## src/rtl/classificador_notas_seq_if.sv

```systemverilog
// classificador_notas_seq_if: switch-side strobes in, display/status outputs back from the grade buffer
interface classificador_notas_seq_if #(
  parameter int NOTA_BITS = 4,
  parameter int DEPTH     = 8
);
  localparam int CW = $clog2(DEPTH + 1);
  localparam int IW = $clog2(DEPTH);
  logic [NOTA_BITS-1:0] nota;
  logic                 wr;
  logic                 clr;
  logic                 modo;
  logic [7:0]           seg;
  logic [CW-1:0]        count;
  logic [IW-1:0]        idx;
  logic                 full;
  logic                 err;
  logic [CW-1:0]        count_a;
  logic [CW-1:0]        count_f;
  logic [CW-1:0]        count_p;
  modport master (
    output nota, wr, clr, modo,
    input  seg, count, idx, full, err, count_a, count_f, count_p
  );
  modport slave (
    input  nota, wr, clr, modo,
    output seg, count, idx, full, err, count_a, count_f, count_p
  );
endinterface

```

## src/rtl/classificador_notas_seq.sv

```systemverilog
// classificador_notas_seq: buffers strobed grades and rotates them on a 7-seg display; CLASSIF_STATS_EN adds per-class counters
module classificador_notas_seq #(
  parameter int NOTA_BITS = 4,
  parameter int MAX_NOTA  = 9,
  parameter int LIM_A     = 7,
  parameter int LIM_F     = 4,
  parameter int DEPTH     = 8,
  parameter int DWELL     = 4
) (
  input logic                      clk_2,
  input logic                      reset,
  classificador_notas_seq_if.slave bus
);
  localparam int CW = $clog2(DEPTH + 1);
  localparam int IW = $clog2(DEPTH);
  localparam int DW = $clog2(DWELL + 1);
  typedef enum logic {VAZIO, EXIBE} estado_t;
  estado_t              state, state_n;
  logic                 wr_q;
  logic [CW-1:0]        count;
  logic [IW-1:0]        idx, idx_n;
  logic [DW-1:0]        dwell, dwell_n;
  logic [NOTA_BITS-1:0] buffer [DEPTH];
  logic [NOTA_BITS-1:0] atual;
  logic [6:0]           padrao;
  logic [7:0]           seg;
  logic                 ev, valido, full, aceita, rejeita, fim, ultimo, err;

  function automatic logic [6:0] digito(input logic [NOTA_BITS-1:0] v);
    case (int'(v))
      0:       digito = 7'h3F;
      1:       digito = 7'h06;
      2:       digito = 7'h5B;
      3:       digito = 7'h4F;
      4:       digito = 7'h66;
      5:       digito = 7'h6D;
      6:       digito = 7'h7D;
      7:       digito = 7'h07;
      8:       digito = 7'h7F;
      9:       digito = 7'h6F;
      default: digito = 7'h00;
    endcase
  endfunction

  function automatic logic [6:0] letra(input logic [NOTA_BITS-1:0] v);
    letra = v >= NOTA_BITS'(LIM_A) ? 7'h77 : v >= NOTA_BITS'(LIM_F) ? 7'h71 : 7'h73;
  endfunction

  assign ev      = bus.wr & ~wr_q;
  assign valido  = bus.nota <= NOTA_BITS'(MAX_NOTA);
  assign full    = count == CW'(DEPTH);
  assign aceita  = ev & ~bus.clr & valido & ~full;
  assign rejeita = ev & ~bus.clr & ~(valido & ~full);
  assign fim     = dwell == DW'(DWELL - 1);
  assign ultimo  = CW'(idx) + 1'b1 >= count;
  assign atual   = buffer[idx];
  assign padrao  = bus.modo ? letra(atual) : digito(atual);

  // wr_q follows wr even during reset, so a wr held through reset is not seen as a new edge
  always_ff @(posedge clk_2)
    wr_q <= bus.wr;

  // stored-entry count and one-cycle reject pulse; clr suppresses both store and reject
  always_ff @(posedge clk_2) begin
    count <= (reset || bus.clr) ? '0 : aceita ? count + 1'b1 : count;
    err   <= reset ? 1'b0 : rejeita;
  end

  // grade storage; contents are not cleared, count alone defines the valid entries
  always_ff @(posedge clk_2)
    if (aceita) buffer[count[IW-1:0]] <= bus.nota;

  // display FSM state register with rotation position and dwell timer
  always_ff @(posedge clk_2) begin
    if (reset) begin
      state <= VAZIO;
      idx   <= '0;
      dwell <= '0;
    end else begin
      state <= state_n;
      idx   <= idx_n;
      dwell <= dwell_n;
    end
  end

  // rotation: dwell runs 0..DWELL-1, then idx advances and wraps against the live count
  always_comb begin
    state_n = bus.clr ? VAZIO : (state == VAZIO && aceita) ? EXIBE : state;
    dwell_n = (bus.clr || state == VAZIO || fim) ? '0 : dwell + 1'b1;
    idx_n   = (bus.clr || state == VAZIO) ? '0 : !fim ? idx : ultimo ? '0 : idx + 1'b1;
  end

  // registered display: dash while empty, otherwise the current entry with dp on entry 0
  always_ff @(posedge clk_2)
    seg <= reset ? 8'h40 : (state == EXIBE) ? {idx == '0, padrao} : 8'h40;

  assign bus.seg   = seg;
  assign bus.count = count;
  assign bus.idx   = idx;
  assign bus.full  = full;
  assign bus.err   = err;

`ifdef CLASSIF_STATS_EN
  logic [CW-1:0] cnt_a, cnt_f, cnt_p;
  // per-class totals of accepted grades, cleared together with the buffer
  always_ff @(posedge clk_2) begin
    if (reset || bus.clr) begin
      cnt_a <= '0;
      cnt_f <= '0;
      cnt_p <= '0;
    end else if (aceita) begin
      cnt_a <= cnt_a + CW'(bus.nota >= NOTA_BITS'(LIM_A));
      cnt_f <= cnt_f + CW'(bus.nota >= NOTA_BITS'(LIM_F) && bus.nota < NOTA_BITS'(LIM_A));
      cnt_p <= cnt_p + CW'(bus.nota < NOTA_BITS'(LIM_F));
    end
  end
  assign bus.count_a = cnt_a;
  assign bus.count_f = cnt_f;
  assign bus.count_p = cnt_p;
`else
  assign bus.count_a = '0;
  assign bus.count_f = '0;
  assign bus.count_p = '0;
`endif
endmodule

```

## src/flat_wrapper.sv

```systemverilog
// flat-port wrapper written by rule: the top's interface ports become plain ports
module classificador_notas_seq_flat 
#(
  parameter int NOTA_BITS = 4,
  parameter int MAX_NOTA  = 9,
  parameter int LIM_A     = 7,
  parameter int LIM_F     = 4,
  parameter int DEPTH     = 8,
  parameter int DWELL     = 4
)
  (clk_2, reset, bus_nota, bus_wr, bus_clr, bus_modo, bus_seg, bus_count, bus_idx, bus_full, bus_err, bus_count_a, bus_count_f, bus_count_p);
  classificador_notas_seq_if #(.NOTA_BITS(NOTA_BITS), .DEPTH(DEPTH)) bus_i ();
  input logic clk_2;
  input logic reset;
  input wire logic [$bits(bus_i.nota)-1:0] bus_nota;
  input wire logic [$bits(bus_i.wr)-1:0] bus_wr;
  input wire logic [$bits(bus_i.clr)-1:0] bus_clr;
  input wire logic [$bits(bus_i.modo)-1:0] bus_modo;
  output wire logic [$bits(bus_i.seg)-1:0] bus_seg;
  output wire logic [$bits(bus_i.count)-1:0] bus_count;
  output wire logic [$bits(bus_i.idx)-1:0] bus_idx;
  output wire logic [$bits(bus_i.full)-1:0] bus_full;
  output wire logic [$bits(bus_i.err)-1:0] bus_err;
  output wire logic [$bits(bus_i.count_a)-1:0] bus_count_a;
  output wire logic [$bits(bus_i.count_f)-1:0] bus_count_f;
  output wire logic [$bits(bus_i.count_p)-1:0] bus_count_p;
  assign bus_i.nota = bus_nota;
  assign bus_i.wr = bus_wr;
  assign bus_i.clr = bus_clr;
  assign bus_i.modo = bus_modo;
  assign bus_seg = bus_i.seg;
  assign bus_count = bus_i.count;
  assign bus_idx = bus_i.idx;
  assign bus_full = bus_i.full;
  assign bus_err = bus_i.err;
  assign bus_count_a = bus_i.count_a;
  assign bus_count_f = bus_i.count_f;
  assign bus_count_p = bus_i.count_p;
  classificador_notas_seq #(.NOTA_BITS(NOTA_BITS), .MAX_NOTA(MAX_NOTA), .LIM_A(LIM_A), .LIM_F(LIM_F), .DEPTH(DEPTH), .DWELL(DWELL)) u_core (.clk_2(clk_2), .reset(reset), .bus(bus_i));
endmodule
```

## config.mk

```make
export PLATFORM = sky130hd
export DESIGN_NAME = classificador_notas_seq_flat
export DESIGN_NICKNAME = d
export VERILOG_FILES = /design/src/rtl/classificador_notas_seq_if.sv /design/src/rtl/classificador_notas_seq.sv /design/src/flat_wrapper.sv
export SDC_FILE = /design/constraint.sdc
export NUM_CORES = 1
export LEC_CHECK = 0
export BUFFER_PORTS_ARGS = -buffer_cell sky130_fd_sc_hd__buf_2
export CAP_MARGIN = 20
export CORE_MARGIN = 3
export CORE_UTILIZATION = 52
export CTS_BUF_LIST = sky130_fd_sc_hd__clkbuf_4 sky130_fd_sc_hd__clkbuf_8
export CTS_CLUSTER_DIAMETER = 150
export DETAILED_ROUTE_END_ITERATION = 8
export PLACE_DENSITY = 0.74
export SKIP_LAST_GASP = 1
export SLEW_MARGIN = 25
export SYNTH_ARGS = -nofsm -noshare
export SYNTH_HDL_FRONTEND = slang
export SYNTH_SLANG_ARGS = --single-unit
```

## constraint.sdc

```tcl
create_clock -name clk_2 -period 3 [get_ports clk_2]
set_clock_uncertainty 0.1 [all_clocks]
set_input_delay 0.3 -clock clk_2 [delete_from_list [all_inputs] [get_ports clk_2]]
set_output_delay 0.3 -clock clk_2 [all_outputs]
set_load 0.02 [all_outputs]
```

==> results of run 1 <==
-- area by class of cell --
cell class / count / area share [%]
Timing Repair Buffer: 26 / 4.86
Sequential cell: 56 / 51.8
Multi-Input combinational cell: 119 / 34.9
Tap cell: 65 / 2.92
Clock inverter: 3 / 0.990
Inverter: 15 / 2.02
Clock buffer: 5 / 2.47
-- worst paths after layout --
path,slack (ns),cells past startpoint,from,endpoint
hold / removal,0.11,2,bus_clr,u_core.bus.count[2]
setup reg to reg,0.28,6,u_core.bus.count[0],u_core.buffer[4][3]
hold reg to reg,0.34,1,u_core.dwell[0],u_core.dwell[0]
setup / recovery,0.28,6,u_core.bus.count[0],u_core.buffer[4][3]
-- power breakdown --
part           switching (mW)  internal, mW
combinational          0.0384        0.0145
sequential            0.00181         0.813
clock                   0.253         0.172
-- through the flow --
step / cell area, sq um / util [%] / total power [mW] / setup slack [ns] / std cells
6_report: 2780 / 61.3 / 1.29 / 0.277 / 289
2_1_floorplan: 2580 / - / 0.876 / 0.513 / 205
5_1_grt: 2780 / 61.3 / 1.35 / 0.120 / 289
3_3_place_gp: 2680 / 59.0 / 0.883 / 0.379 / 280
4_1_cts: 2780 / 61.3 / 1.31 / 0.264 / 289
3_5_place_dp: 2680 / 59.0 / 0.884 / 0.280 / 280
-- registers in the layout, indices dropped and copies added (netlist names), named ones only --
name and cells:
u_core.bus.err 1, u_core.dwell 3, u_core.state 1, u_core.bus.seg 8
u_core.bus.idx 3, u_core.wr_q 1, u_core.buffer 32, u_core.bus.count 4
-- cells in the mapped netlist, types with 2 or more instances --
| cell | n |
|---|---|
| sky130_fd_sc_hd__a21oi_1 | 8 |
| sky130_fd_sc_hd__buf_4 | 12 |
| sky130_fd_sc_hd__dfxtp_1 | 24 |
| sky130_fd_sc_hd__edfxtp_1 | 32 |
| sky130_fd_sc_hd__ha_1 | 17 |
| sky130_fd_sc_hd__inv_1 | 15 |
| sky130_fd_sc_hd__mux2i_1 | 4 |
| sky130_fd_sc_hd__mux2i_2 | 2 |
| sky130_fd_sc_hd__mux4_1 | 6 |
| sky130_fd_sc_hd__mux4_2 | 2 |
| sky130_fd_sc_hd__nand2_1 | 14 |
| sky130_fd_sc_hd__nand2b_1 | 3 |
| sky130_fd_sc_hd__nor2_1 | 11 |
| sky130_fd_sc_hd__nor2b_1 | 2 |
| sky130_fd_sc_hd__nor3_1 | 8 |
| sky130_fd_sc_hd__nor3b_1 | 2 |
| sky130_fd_sc_hd__o21a_1 | 3 |
| sky130_fd_sc_hd__o21ai_0 | 6 |
| sky130_fd_sc_hd__xnor2_1 | 2 |
-- cell usage in the layout (no fill, tap or decap), types with 2 or more instances in the layout --
master	instances
sky130_fd_sc_hd__a21oi_1	8
sky130_fd_sc_hd__buf_2	25
sky130_fd_sc_hd__conb_1	12
sky130_fd_sc_hd__nor3_1	8
sky130_fd_sc_hd__nor2_1	11
sky130_fd_sc_hd__edfxtp_1	32
sky130_fd_sc_hd__ha_1	17
sky130_fd_sc_hd__o21a_1	3
sky130_fd_sc_hd__mux4_1	6
sky130_fd_sc_hd__xnor2_1	2
sky130_fd_sc_hd__clkbuf_8	5
sky130_fd_sc_hd__dfxtp_1	24
sky130_fd_sc_hd__mux2i_2	2
sky130_fd_sc_hd__nand2b_1	3
sky130_fd_sc_hd__o21ai_0	6
sky130_fd_sc_hd__mux2i_1	4
sky130_fd_sc_hd__nand2_1	14
sky130_fd_sc_hd__nor2b_1	2
sky130_fd_sc_hd__inv_1	15
sky130_fd_sc_hd__mux4_2	2
sky130_fd_sc_hd__nor3b_1	2
-- kinds of logic (layout without fill, tap and decap cells) --
family | count (synthesis) | count (layout) | share of synthesized area [%]
adder cells (fa/ha/maj) | 17 | 17 | 8.38
multiplexers | 16 | 16 | 12.0
AO/OA/AOI/OAI | 23 | 23 | 5.67
other | 1 | 12 | 0.148
flip-flops | 56 | 56 | 56.8
XOR/XNOR | 3 | 3 | 1.04
buffers and inverters | 30 | 49 | 6.56
AND/OR/NAND/NOR | 48 | 48 | 9.42
-- per-layer routing --
metal	global-route usage, %	up-vias	share of wire (%)
li1	-	726	-
met1	22.4	666	48
met2	24.7	42	45
met3	5.80	6	6.1
met4	4.66	0	1.4
met5	0	-	0
-- what timing repair did --
action | CTS | global route
hold buffers | 1 | 0
setup endpoints to repair | 0 | 0
endpoints found under the hold margin | 1 | 0
buffers inserted | 0 | 0
==> results.toml, run 1 <==
[worst_setup_path]
cp-end-kind = "flip-flop"
critical_path_buf_inv_count = 1
critPathMaxStageDelay_ns = 0.54
critical_path_peak_fanout = 9
critPathArrivalTime_ns = 2.57
wp_data_required_ns = 2.85
critical-path-slowest-cell = "sky130_fd_sc_hd__dfxtp_1"
worst_setup_path_start_kind = "flip-flop"
worstSetupPathType = "flip-flop to flip-flop"
worst_path_dominant_cell_family = "simple AND/OR/NAND/NOR gates"
critical_path_cell_by_cell = "inv_1 -> ha_1 -> and3b_1 -> nor3_2 -> nand2_1 -> nor3_1"

[logic_synthesis]
yosys.cell_types.count = 40
synth.yosys.seq_area_share_pct = 56.8
synth_area_leaders = "sky130_fd_sc_hd__edfxtp_1, sky130_fd_sc_hd__dfxtp_1, sky130_fd_sc_hd__ha_1"
synth-warning-count = 0
fraction_of_registers_with_async_set_or_reset_after_synthesis_pct = 0
synth_seq_cells = 56
netlist_instances = 194
edff_count_synth = 32
syn_area_per_cell_sq_um = 13.1
netlist.top_cell.by_area = "sky130_fd_sc_hd__edfxtp_1"
synth_flop_cell = "sky130_fd_sc_hd__edfxtp_1"
synthesized_area_sq_mm = 0.00254
netlist.area_leader.share_pct = 37.9

[drt]
postRouteWirelength_mm = 4.07
routed_wire_length_per_instance_um = 14.1
antenna_violating_nets_post_route = 0
drc = 0
via_count = 1440
avgViaCountPerCell = 4.98
first_iter_violations = 49
drt_first_pass_iters = 4

[global_route]
grt-ovfl-total = 0
first_global_vias = 1315
grt_antenna_before_repair = 0
grt_first_pass_wirelength_mm = 6.76
grt_use_total_pct = 16.4
grt_max_degree = 20

[final_layout]
multi_input_area_sq_um = 971
final_layout_size_suffix_gt1_share_pct = 18.3
seq_area_sq_mm = 0.00144
final_net_count = 249
flow.area_growth_from_synthesis_pct = 9.62
antenna-diode-count = 0
layout.filler_cells = 363

[timing]
fmax_mhz = 367
slew_viol_final = 0
finalSetupTns_ns = 0
grt_setup_unrepaired = "false"
finalSetupViolCount = 0
timing.max_slew.rel_slack_pct = 57.3
tightestPinTransition_ns = 0.635
worst_hold_slack_ns = 0.113
period_share_pct = 90.8
layout_min_cycle_time_ns = 2.72
timing_hold_violations_final = 0

[flow_run]
max_cap_violations = 0

[clocking]
clock_tree_from_tritoncts = "built"
clk_root_buffer_cell = "sky130_fd_sc_hd__clkbuf_8"
cts.path.max_buffers = 2
num_cts_buffers = 5
cts_resized = 0
clkSlewWorstSetupHoldPaths_ns = 0.10
clock_sink_total = 56
h-tree-depth = 2
insertion_delay_ns = 0.31

[floorplanning]
dieHeight_um = 75.9
die_w_um = 75.9
initial_utilization_pct = 56.0
floorplan.core_area_sq_mm = 0.00453
die_area_sq_mm = 0.00575
io_pins = 38
core.rowCount = 24

[worst_hold_path]
min-delay-path-class = "input pin to flip-flop"

[power_and_ir_drop]
vdd.ir_drop.worst_v = 0.000362
power_density_mw_per_mm2 = 465
leakagePower_nw = 1.08

[placed_design]
place.port_buffers = 25
finalWeightedCongestion = 0.834
hpwlAfterDp_mm = 3.02

[run_status]
status = "finished clean"
No activity file was read; power rests on OpenSTA's default activity.
==> run 2: changes to the inputs <==
--- a/config.mk
+++ b/config.mk
@@ -8,11 +8,11 @@
 export BUFFER_PORTS_ARGS = -buffer_cell sky130_fd_sc_hd__buf_2
 export CAP_MARGIN = 20
 export CORE_MARGIN = 3
-export CORE_UTILIZATION = 52
+export CORE_UTILIZATION = 58
 export CTS_BUF_LIST = sky130_fd_sc_hd__clkbuf_4 sky130_fd_sc_hd__clkbuf_8
 export CTS_CLUSTER_DIAMETER = 150
 export DETAILED_ROUTE_END_ITERATION = 8
-export PLACE_DENSITY = 0.74
+export PLACE_DENSITY = 0.81
 export SKIP_LAST_GASP = 1
 export SLEW_MARGIN = 25
 export SYNTH_ARGS = -nofsm -noshare
==> results.toml, run 2 (synthesis gave the netlist of run 1 again) <==
[drt]
first_iter_violations = 41
postRouteWirelength_mm = 4.19
via_count = 1433
routed_wire_length_per_instance_um = 15.2
avgViaCountPerCell = 5.19
drc = 0
drt_first_pass_iters = 4
antenna_violating_nets_post_route = 0

[final_layout]
flow.area_growth_from_synthesis_pct = 9.27
final_common_cell = "sky130_fd_sc_hd__edfxtp_1"
postLayoutCellArea_sq_mm = 0.00277
commonest_cells_after_routing_fill_and_taps_aside = "sky130_fd_sc_hd__edfxtp_1, sky130_fd_sc_hd__buf_2, sky130_fd_sc_hd__dfxtp_1"
final_net_count = 251
antenna-diode-count = 0
largest_register_ffs = 32
final_layout_size_suffix_gt1_share_pct = 19.0
layout.filler_cells = 323

[floorplanning]
initial_utilization_pct = 61.7
floorplan.core_area_sq_mm = 0.00412
die_area_sq_mm = 0.00520
dieHeight_um = 72.1
die_w_um = 72.1
core.rowCount = 23
io_pins = 38

[worst_setup_path]
critical_path_cell_by_cell = "inv_1 -> ha_1 -> and3b_1 -> nor3_2 -> nand2_1 -> nor3_1"
worst_r2r_endpoint = "u_core.buffer[4][1]"
cp-end-kind = "flip-flop"
critical_path_buf_inv_count = 1
worstSetupPathType = "flip-flop to flip-flop"
worst_path_dominant_cell_family = "simple AND/OR/NAND/NOR gates"
critical_path_peak_fanout = 9
regToRegStartpoint = "u_core.bus.count[0]"
wp_data_required_ns = 2.85
r2r.worst_path.cells = 6
critical-path-slowest-cell = "sky130_fd_sc_hd__dfxtp_1"
critPathMaxStageDelay_ns = 0.51
ff2ff_setup_slack_ns = 0.43
critPathArrivalTime_ns = 2.42
worst_setup_path_start_kind = "flip-flop"

[timing]
slew_viol_final = 0
finalSetupViolCount = 0
timing.max_slew.rel_slack_pct = 59.7
tightestPinTransition_ns = 0.595
grt_setup_unrepaired = "false"
finalSetupTns_ns = 0
worst_hold_slack_ns = 0.109
timing_hold_violations_final = 0
fmax_mhz = 390
period_share_pct = 85.5
layout_min_cycle_time_ns = 2.57

[global_route]
grt_max_degree = 19
first_global_vias = 1364
grt_first_pass_wirelength_mm = 6.77
grt-ovfl-total = 0
grt_use_total_pct = 17.5
grt_antenna_before_repair = 0

[clocking]
insertion_delay_ns = 0.30
cts.path.max_buffers = 2
num_cts_buffers = 5
clk_root_buffer_cell = "sky130_fd_sc_hd__clkbuf_8"
clock_tree_from_tritoncts = "built"
clkSlewWorstSetupHoldPaths_ns = 0.10
clock_sink_total = 56
h-tree-depth = 2

[power_and_ir_drop]
leakagePower_nw = 1.10
vdd.ir_drop.worst_v = 0.000328
power_density_mw_per_mm2 = 460

[run_status]
status = "finished clean"

[flow_run]
max_cap_violations = 0

[placed_design]
place.port_buffers = 25
hpwlAfterDp_mm = 3.22
dpl-instance-area_sq_mm = 0.00267
finalWeightedCongestion = 0.769

[worst_hold_path]
min-delay-path-class = "input pin to flip-flop"
hold_path_startpoint = "bus_clr"
worst_hold_path.endpoint = "u_core.bus.count[2]"
whs_path_depth = 2
-- run 2: cell count changes in the layout (fill, tap and decap cells not counted), sizes merged --
cell,previous run,this run
clkinv,1,2
buf,25,27
clkinvlp,1,0
-- run 2: per-layer routing --
metal / global-route usage (%) / up-vias / part of all wire [%]
met4: 5.01 / 0 / 1.1
met1: 22.8 / 670 / 44
met5: 0 / - / 0
li1: - / 732 / -
met2: 29.2 / 26 / 51
met3: 4.43 / 5 / 4.0
-- run 2: cell type report --
| class | instances | area, sq um | area share (%) |
|---|---|---|---|
| repair buffers | 28 | 150 | 5.42 |
| clock inverters | 3 | 22.5 | 0.812 |
| inverters | 15 | 56.3 | 2.03 |
| flip-flops and latches | 56 | 1440 | 52.0 |
| well taps | 50 | 62.6 | 2.26 |
| multi-input cells | 119 | 971 | 35.0 |
| clock buffers | 5 | 68.8 | 2.48 |
-- run 2: timing repair --
| item | 4_1_cts | 5_1_grt |
|---|---|---|
| hold buffers | 1 | 0 |
| resized for setup | 0 | 0 |
| setup buffers | 0 | 0 |
| endpoints found under the hold margin | 1 | 0 |
-- run 2: worst max path at each step --
stage	startpoint	cells past startpoint	slack, ns	to
floorplan	u_core.bus.count[0]	6	0.51	u_core.buffer[4][0]
global placement	u_core.bus.count[0]	6	0.56	u_core.buffer[4][0]
detailed placement	u_core.bus.count[0]	6	0.44	u_core.buffer[4][0]
CTS	u_core.bus.count[0]	6	0.43	u_core.buffer[4][3]
global route	u_core.bus.count[0]	6	0.22	u_core.buffer[4][3]
finish	u_core.bus.count[0]	6	0.43	u_core.buffer[4][1]
-- run 2: report_power, final --
group	internal [mW]	switching (mW)	total, mW
clock network	0.168	0.240	0.408
registers	0.813	0.00168	0.815
logic	0.0151	0.0381	0.0532
total	0.996	0.280	1.28
-- run 2: metrics by stage --
| stage | worst slack [ns] | total power [mW] | util, % | cells |
|---|---|---|---|---|
| after global routing | 0.218 | 1.32 | 67.4 | 276 |
| after floorplan | 0.513 | 0.876 | - | 205 |
| after global placement | 0.564 | 0.883 | 64.9 | 267 |
| after CTS | 0.431 | 1.29 | 67.4 | 276 |
| after detailed placement | 0.444 | 0.884 | 64.9 | 267 |
| final | 0.435 | 1.28 | 67.4 | 276 |
==> run 3: changes to the inputs <==
--- a/config.mk
+++ b/config.mk
@@ -5,13 +5,13 @@
 export SDC_FILE = /design/constraint.sdc
 export NUM_CORES = 1
 export LEC_CHECK = 0
-export BUFFER_PORTS_ARGS = -buffer_cell sky130_fd_sc_hd__buf_2
 export CAP_MARGIN = 20
 export CORE_MARGIN = 3
-export CORE_UTILIZATION = 58
+export CORE_UTILIZATION = 65
 export CTS_BUF_LIST = sky130_fd_sc_hd__clkbuf_4 sky130_fd_sc_hd__clkbuf_8
 export CTS_CLUSTER_DIAMETER = 150
 export DETAILED_ROUTE_END_ITERATION = 8
+export DONT_BUFFER_PORTS = 1
 export PLACE_DENSITY = 0.81
 export SKIP_LAST_GASP = 1
 export SLEW_MARGIN = 25
==> results.toml, run 3 (synthesis gave the netlist of run 1 again) <==
[floorplanning]
die_area_sq_mm = 0.00469
floorplan.core_area_sq_mm = 0.00372
dieHeight_um = 68.5
core.rowCount = 22
die_w_um = 68.5
initial_utilization_pct = 68.3
io_pins = 38

[placed_design]
place_worst_setup_slack_ns = 0.488
place.port_buffers = 0
hpwlAfterDp_mm = 3.25
finalWeightedCongestion = 0.804
dpl-instance-area_sq_mm = 0.00255

[worst_setup_path]
cp-end-kind = "flip-flop"
critPathArrivalTime_ns = 2.78
worstSetupPathType = "flip-flop to flip-flop"
r2r.worst_path.cells = 8
regToRegStartpoint = "u_core.bus.count[1]"
critical_path_peak_fanout = 8
worst_setup_path_start_kind = "flip-flop"
wp_data_required_ns = 3.11
worst_r2r_endpoint = "u_core.bus.count[0]"
ff2ff_setup_slack_ns = 0.33

[global_route]
grt-ovfl-total = 0
grt_first_pass_wirelength_mm = 7.27
grt_max_degree = 20
grt_use_total_pct = 22.4
grt_antenna_before_repair = 0
first_global_vias = 1542

[final_layout]
antenna-diode-count = 0
layout.filler_cells = 255
final_net_count = 235
final_common_cell = "sky130_fd_sc_hd__edfxtp_1"
commonest_cells_after_routing_fill_and_taps_aside = "sky130_fd_sc_hd__edfxtp_1, sky130_fd_sc_hd__dfxtp_1, sky130_fd_sc_hd__ha_1"
postLayoutCellArea_sq_mm = 0.00274
final_layout_size_suffix_gt1_share_pct = 9.05
largest_register_ffs = 32
flow.area_growth_from_synthesis_pct = 7.89

[worst_hold_path]
whs_path_depth = 3
worst_hold_path.endpoint = "u_core.bus.seg[3]"
hold_path_startpoint = "bus_modo"
min-delay-path-class = "input pin to flip-flop"

[clocking]
cts_setup_buffers = 0
clkSlewWorstSetupHoldPaths_ns = 0.10
cts.path.max_buffers = 2
clock_tree_from_tritoncts = "built"
clock_sink_total = 56
clk_root_buffer_cell = "sky130_fd_sc_hd__clkbuf_8"
insertion_delay_ns = 0.31
num_cts_buffers = 5
h-tree-depth = 2

[drt]
via_count = 1470
antenna_violating_nets_post_route = 0
drc = 0
first_iter_violations = 66
postRouteWirelength_mm = 4.56
drt_first_pass_iters = 4
routed_wire_length_per_instance_um = 17.7
avgViaCountPerCell = 5.70

[timing]
tightestPinTransition_ns = 0.532
slew_viol_final = 0
fmax_mhz = 374
grt_setup_unrepaired = "false"
period_share_pct = 89.1
finalSetupViolCount = 0
final.setup.worst_slack_ns = 0.327
layout_min_cycle_time_ns = 2.67
timing_hold_violations_final = 0
finalSetupTns_ns = 0
timing.max_slew.rel_slack_pct = 64.2

[power_and_ir_drop]
power_density_mw_per_mm2 = 472
power.total_mw = 1.29
leakagePower_nw = 1.01
vdd.ir_drop.worst_v = 0.000392

[flow_run]
max_cap_violations = 0

[run_status]
status = "finished clean"
[run 3: worst max path at each step]
| stage | from | end | slack [ns] |
|---|---|---|---|
| global route | u_core.bus.count[1] | u_core.buffer[4][3] | 0.17 |
| global placement | u_core.bus.count[1] | u_core.buffer[4][2] | 0.57 |
| finish | u_core.bus.count[1] | u_core.bus.count[0] | 0.33 |
| detailed placement | u_core.bus.count[1] | u_core.buffer[4][1] | 0.49 |
| floorplan | u_core.bus.count[0] | u_core.buffer[4][0] | 0.51 |
| CTS | u_core.bus.count[1] | u_core.bus.count[0] | 0.41 |
[run 3: worst max-delay path, cell delays in order, from the launching register on]
cell,delay (ns)
sky130_fd_sc_hd__dfxtp_1,0.59
sky130_fd_sc_hd__inv_1,0.15
sky130_fd_sc_hd__ha_1,0.22
sky130_fd_sc_hd__and3b_1,0.28
sky130_fd_sc_hd__nor3_2,0.30
sky130_fd_sc_hd__buf_4,0.20
sky130_fd_sc_hd__xnor2_1,0.12
sky130_fd_sc_hd__nor3_1,0.06
sky130_fd_sc_hd__dlygate4sd3_1,0.54
[run 3: what timing repair did]
item / in CTS / in global routing
hold endpoints to repair: 38 / 0
hold buffers: 9 / 0
resized for setup: 0 / 0
[run 3: report_power, final]
group / switching, mW / internal, mW / total, mW
clock: 0.252 / 0.172 / 0.424
combinational: 0.0354 / 0.0175 / 0.0529
sequential: 0.00271 / 0.813 / 0.816
total: 0.290 / 1.00 / 1.29
[run 3: area by class of cell]
type | count | area (sq um) | area share, %
Tap cell | 48 | 60.1 | 2.19
Multi-Input combinational cell | 119 | 971 | 35.5
Clock inverter | 3 | 27.5 | 1.01
Clock buffer | 5 | 68.8 | 2.51
Timing Repair Buffer | 12 | 113 | 4.11
Inverter | 15 | 56.3 | 2.06
Sequential cell | 56 | 1440 | 52.7
[run 3: metrics by stage]
step,hold slack (ns),cells,utilization [%]
3_3_place_gp,0.228,241,68.7
5_1_grt,0.0601,258,73.7
3_5_place_dp,0.228,241,68.7
6_report,0.0564,258,73.7
4_1_cts,0.0400,258,73.7
2_1_floorplan,0.228,205,-
[run 3: per-layer routing]
| metal | up-vias | wire length, um | GRT usage, % |
|---|---|---|---|
| li1 | 702 | - | - |
| met1 | 711 | 1860 | 25.9 |
| met2 | 51 | 2370 | 38.1 |
| met3 | 6 | 256 | 6.40 |
| met4 | 0 | 81 | 10.2 |
| met5 | - | 0 | 0 |
